### config.mk
export PLATFORM = sky130hd
export DESIGN_NAME = spatz_vrf_wport_arbiter
export DESIGN_NICKNAME = d
export VERILOG_FILES = /design/src/rtl/spatz_vrf_wport_arbiter_pkg.sv /design/src/rtl/spatz_rr_picker.sv /design/src/rtl/spatz_vrf_wport_arbiter.sv
export SDC_FILE = /design/constraint.sdc
export NUM_CORES = 1
export LEC_CHECK = 0
export CELL_PAD_IN_SITES_DETAIL_PLACEMENT = 2
export CELL_PAD_IN_SITES_GLOBAL_PLACEMENT = 2
export CORE_MARGIN = 1.5
export CORE_UTILIZATION = 18
export CTS_CLUSTER_SIZE = 10
export DETAILED_ROUTE_END_ITERATION = 8
export GPL_TIMING_DRIVEN = 0
export PLACE_DENSITY = 0.8
export SYNTH_ARGS = -nofsm -noshare
export SYNTH_HDL_FRONTEND = slang
export SYNTH_SLANG_ARGS = --single-unit
### constraint.sdc
create_clock -name clk_i -period 3.8 [get_ports clk_i]
set_input_delay 0.76 -clock clk_i [delete_from_list [all_inputs] [get_ports clk_i]]
set_output_delay 0.76 -clock clk_i [all_outputs]
set_load 0.1 [all_outputs]
### src/rtl/spatz_vrf_wport_arbiter_pkg.sv
// Shared types for the VRF write-port arbiter: VRF word/payload types,
// the arbitration FSM encoding and the requester-index width helper.
package spatz_vrf_wport_arbiter_pkg;

  localparam int unsigned VRegAddrWidth = 10;
  localparam int unsigned VRegDataWidth = 64;
  localparam int unsigned VRegBeWidth   = VRegDataWidth / 8;

  typedef logic [VRegAddrWidth-1:0] vreg_addr_t;
  typedef logic [VRegDataWidth-1:0] vreg_data_t;
  typedef logic [VRegBeWidth-1:0]   vreg_be_t;

  typedef struct packed {
    vreg_addr_t addr;
    vreg_data_t data;
    vreg_be_t   be;
    logic       last;
  } vrf_wreq_t;

  typedef enum logic {
    ST_IDLE,
    ST_LOCKED
  } wport_state_e;

  // Matches cf_math_pkg::idx_width: a single requester still needs one index bit.
  function automatic int unsigned idx_width(input int unsigned n);
    return (n > 1) ? $clog2(n) : 1;
  endfunction

endpackage

### src/rtl/spatz_rr_picker.sv
// Round-robin picker: first valid requester at or after ptr_i (mod NrReq),
// returned both as a onehot grant and as an index.
module spatz_rr_picker
  import spatz_vrf_wport_arbiter_pkg::*;
#(
  parameter int unsigned NrReq    = 2,
  parameter int unsigned IdxWidth = idx_width(NrReq)
) (
  input  logic [NrReq-1:0]    valid_i,
  input  logic [IdxWidth-1:0] ptr_i,
  output logic [NrReq-1:0]    grant_o,
  output logic [IdxWidth-1:0] idx_o
);

  logic w_found;

  always_comb begin
    grant_o = '0;
    idx_o   = '0;
    w_found = 1'b0;
    for (int unsigned k = 0; k < NrReq; k++) begin
      if (!w_found && valid_i[(32'(ptr_i) + k) % NrReq]) begin
        grant_o[(32'(ptr_i) + k) % NrReq] = 1'b1;
        idx_o   = IdxWidth'((32'(ptr_i) + k) % NrReq);
        w_found = 1'b1;
      end
    end
  end

endmodule

### src/rtl/spatz_vrf_wport_arbiter.sv
// Shares VRF write port 0 between NrReq requesters: round-robin grant,
// multi-beat group locking and a one-entry output register toward the VRF.
module spatz_vrf_wport_arbiter
  import spatz_vrf_wport_arbiter_pkg::*;
#(
  parameter int unsigned NrReq    = 2,
  parameter int unsigned IdxWidth = idx_width(NrReq)
) (
  input  logic                         clk_i,
  input  logic                         rst_i,
  input  logic       [NrReq-1:0]       req_valid_i,
  output logic       [NrReq-1:0]       req_ready_o,
  input  vreg_addr_t [NrReq-1:0]       req_addr_i,
  input  vreg_data_t [NrReq-1:0]       req_data_i,
  input  vreg_be_t   [NrReq-1:0]       req_be_i,
  input  logic       [NrReq-1:0]       req_last_i,
  output logic                         vrf_we_o,
  output vreg_addr_t                   vrf_waddr_o,
  output vreg_data_t                   vrf_wdata_o,
  output vreg_be_t                     vrf_wbe_o,
  input  logic                         vrf_wvalid_i,
  output logic                         busy_o,
  output logic       [IdxWidth-1:0]    owner_o
);

  wport_state_e          r_state, w_state_nxt;
  logic [IdxWidth-1:0]   r_owner, r_rr_ptr;
  logic [IdxWidth-1:0]   w_pick_idx, w_sel_idx, w_ptr_nxt;
  logic [NrReq-1:0]      w_pick_grant, w_grant;
  logic                  r_out_valid, w_out_free, w_accept;
  vreg_addr_t            r_waddr;
  vreg_data_t            r_wdata;
  vreg_be_t              r_wbe;
  vrf_wreq_t             w_sel;

  spatz_rr_picker #(
    .NrReq   (NrReq),
    .IdxWidth(IdxWidth)
  ) i_picker (
    .valid_i(req_valid_i),
    .ptr_i  (r_rr_ptr),
    .grant_o(w_pick_grant),
    .idx_o  (w_pick_idx)
  );

  // A locked group grants its owner even while the owner idles, so no one else can slip in.
  always_comb begin
    w_grant   = w_pick_grant;
    w_sel_idx = w_pick_idx;
    if (r_state == ST_LOCKED) begin
      w_grant   = {{(NrReq-1){1'b0}}, 1'b1} << r_owner;
      w_sel_idx = r_owner;
    end
  end

  assign w_out_free  = !r_out_valid || vrf_wvalid_i;
  assign req_ready_o = w_grant & {NrReq{w_out_free && !rst_i}};
  assign w_accept    = |(req_valid_i & req_ready_o);

  always_comb begin
    w_sel.addr = req_addr_i[w_sel_idx];
    w_sel.data = req_data_i[w_sel_idx];
    w_sel.be   = req_be_i[w_sel_idx];
    w_sel.last = req_last_i[w_sel_idx];
  end

  assign w_ptr_nxt = (w_sel_idx == IdxWidth'(NrReq - 1)) ? '0 : w_sel_idx + IdxWidth'(1);

  always_comb begin
    w_state_nxt = r_state;
    if (w_accept) begin
      case (r_state)
        ST_IDLE:   if (!w_sel.last) w_state_nxt = ST_LOCKED;
        ST_LOCKED: if (w_sel.last)  w_state_nxt = ST_IDLE;
        default:   w_state_nxt = ST_IDLE;
      endcase
    end
  end

  always_ff @(posedge clk_i or posedge rst_i) begin
    if (rst_i) begin
      r_state     <= ST_IDLE;
      r_owner     <= '0;
      r_rr_ptr    <= '0;
      r_out_valid <= 1'b0;
      r_waddr     <= '0;
      r_wdata     <= '0;
      r_wbe       <= '0;
    end else begin
      r_state <= w_state_nxt;
      if (w_accept) begin
        r_out_valid <= 1'b1;
        r_waddr     <= w_sel.addr;
        r_wdata     <= w_sel.data;
        r_wbe       <= w_sel.be;
        r_owner     <= w_sel_idx;
        if (w_sel.last) r_rr_ptr <= w_ptr_nxt;
      end else if (vrf_wvalid_i) begin
        r_out_valid <= 1'b0;
      end
    end
  end

  assign vrf_we_o    = r_out_valid;
  assign vrf_waddr_o = r_waddr;
  assign vrf_wdata_o = r_wdata;
  assign vrf_wbe_o   = r_wbe;
  assign busy_o      = r_out_valid || (r_state == ST_LOCKED);
  assign owner_o     = r_owner;

  for (genvar g = 0; g < NrReq; g++) begin : g_req_rules
    a_hold: assert property (@(posedge clk_i) disable iff (rst_i)
      (req_valid_i[g] && !req_ready_o[g]) |=>
        (req_valid_i[g] && $stable(req_addr_i[g]) && $stable(req_data_i[g]) &&
         $stable(req_be_i[g]) && $stable(req_last_i[g])));
  end

  a_ack_only_when_we: assert property (@(posedge clk_i) disable iff (rst_i)
    vrf_wvalid_i |-> vrf_we_o);

  a_ready_onehot0: assert property (@(posedge clk_i) $onehot0(req_ready_o));

endmodule

==> qor.csv <==
metric,value,unit
drc,17,
clk_pin_slew,0.06,ns
fin_skew,0.007233,ns
synth_compound_area_share,12.29,%
cts_tree,built,
grt_pass1_wl,25910,um
grt-ovfl-total,0,
layout_common_cells,"255 x clkdlybuf4s50_1, 88 x nand2_1, 86 x dfrtp_1, 82 x mux2i_1, 67 x o21ai_0",
fmax,279.2,MHz
worstSetupPathType,input port to output port,
avgSynthCellArea,10.50,um^2
htreeDepth,3,
via_count,3952,
fin_cells,941,
routedWlPerCell,17.43,um
period_share,94.26,%
start_util,18.50,%
totalWireLength,16400,um
numCtsBuffers,9,
synthArstFlopShare,100.0,%
period_minus_slack,3.582,ns
slew_headroom,31.01,%
syn_to_final_growth,80.66,%
via_per_inst,4.200,
drt-initial-drc-count,79,
final_antenna_net_count,0,
worst_hold_path_type,flip-flop to flip-flop,
cts-root-buf,clkbuf_16,
yosys.area_share.simple,9.917,%
grt_pass1_vias,4486,
gp_congestion,0.6973,
synth_seq_cells,86,
num_rows,54,
ys_warn_count,0,
nets,828,
grtUsageTotal,14.36,%
synth.distinct_cells,26,
final_max_slew_viol_count,0,
io_buffers,257,
end_kind,output port,
cap_violations,0,
die_w,153.2,um
status,"finished, violations left",
synth_cells,387,
grt_max_degree,39,
startpoint_type,input port,
diodes,0,
insertion_delay,0.34,ns
coreArea,21960,um^2
violations,DRC,
clkSinkCount,86,
clockBufferDepth,2,
synth_mux_area_share,20.48,%
place_area,7036,um^2
drtPass1Iterations,5,
fin_util,33.42,%
cp_max_fo,30,
synthFlopType,dfrtp_1,
synth_nets,558,
synth-xor-area-share,0,%
finalInstanceArea,7340,um^2
layout_commonest_cell,clkdlybuf4s50_1,
dp_cells,926,
setup_viol,0,
ys_seq_area_share,52.97,%
syn_area,4063,um^2
required,3.04,ns
crit_arrival,2.82,ns
synth_top_family_by_area,multiplexers,
dieArea,23480,um^2
dp_worst_setup_slack,-0.6634,ns
synth_edf_count,0,
hold_violations,0,
antenna_found_initial,0,
fp.dieH,153.2,um
grt_setup_unrepaired,no,
drive_gt1_share,7.867,%
worst_pin_slew,1.032,ns
hpwl,12910,um
setup_slack,0.2181,ns
r2r_setup_slack,1.70,ns
io_pins,258,
synth_fa_ha_area_share,0,%
-- cell families (layout without fill, tap and decap cells) --
logic type             Yosys count  count (layout)
buffers and inverters           29             303
muxes                           83              83
and+or+nand+nor                 99              99
DFF                             86              86
AOI/OAI and AO/OA               90              90
-- routing by layer --
metal | share of wire [%] | global-route usage, % | routed length [um] | vias to the layer above
met5 | 0 | 0 | 0 | -
met4 | 1.6 | 4.528 | 261 | 0
met3 | 8.3 | 4.338 | 1359 | 14
met2 | 50 | 25.17 | 8224 | 156
li1 | - | - | - | 1863
met1 | 40 | 16.72 | 6552 | 1919
-- critical path: stages --
cell	delay [ns]
clkdlybuf4s50_1	0.53
clkinvlp_4	0.50
buf_12	0.38
nand2_1	0.12
a21oi_2	0.04
clkdlybuf4s15_2	0.47
-- what timing repair did --
| action | in CTS | in global routing |
|---|---|---|
| gates resized for setup | 8 | 1 |
| setup endpoints to repair | 2 | 1 |
| cloned | 0 | 0 |
| setup buffers | 0 | 0 |
| hold buffers | 0 | 0 |
-- registers in the layout, summed over array words and instances (netlist names) --
name,cells
owner_o,1
r_rr_ptr,1
r_state,1
vrf_waddr_o,10
vrf_wbe_o,8
vrf_wdata_o,64
vrf_we_o,1
-- metrics by stage --
step	TNS (ns)	hold slack [ns]
floorplan	0	0.4983
finish	0	0.4807
global placement	-90.72	0.4593
detailed placement	-1.034	0.4714
CTS	0	0.4882
global route	0	0.5107
-- cell usage after synthesis (2+ instances only) --
cell	n	area [um^2]
buf_4	5	37.54
nor2b_1	3	18.77
clkbuf_1	5	18.77
clkbuf_2	2	10.01
dfrtp_1	86	2152
buf_6	4	45.04
o21ai_1	10	50.05
nand2_1	88	330.3
inv_1	2	7.510
a21boi_0	2	15.01
buf_2	10	50.05
nand2b_1	3	18.77
o21ai_0	67	335.3
mux2i_1	82	820.8
o21ai_2	7	61.31
-- path summary, 6_finish.rpt --
kind                            cells after the start             from         endpoint
worst max-delay path                                6            rst_i   req_ready_o[0]
worst min-delay path                                2  vrf_wdata_o[25]  vrf_wdata_o[25]
worst max register to register                      6          r_state   vrf_waddr_o[6]
worst min register to register                      2  vrf_wdata_o[25]  vrf_wdata_o[25]
max in group asynchronous                           3            rst_i  vrf_wdata_o[34]
min in group asynchronous                           2            rst_i     vrf_wbe_o[1]
-- final cells by class --
cell class              count  area, um^2
multi-input cells         272        1740
well taps                 280       350.3
fillers                  2409       14620
flip-flops and latches     86        2152
plain buffers              27       168.9
repair buffers            259        2611
clock buffers              11       232.7
clock inverters             4       72.57
inverters                   2       11.26
Power is left out: the tool's default activity adds up to more than one toggle a clock period on the data nets, which glitch-free logic cannot reach.
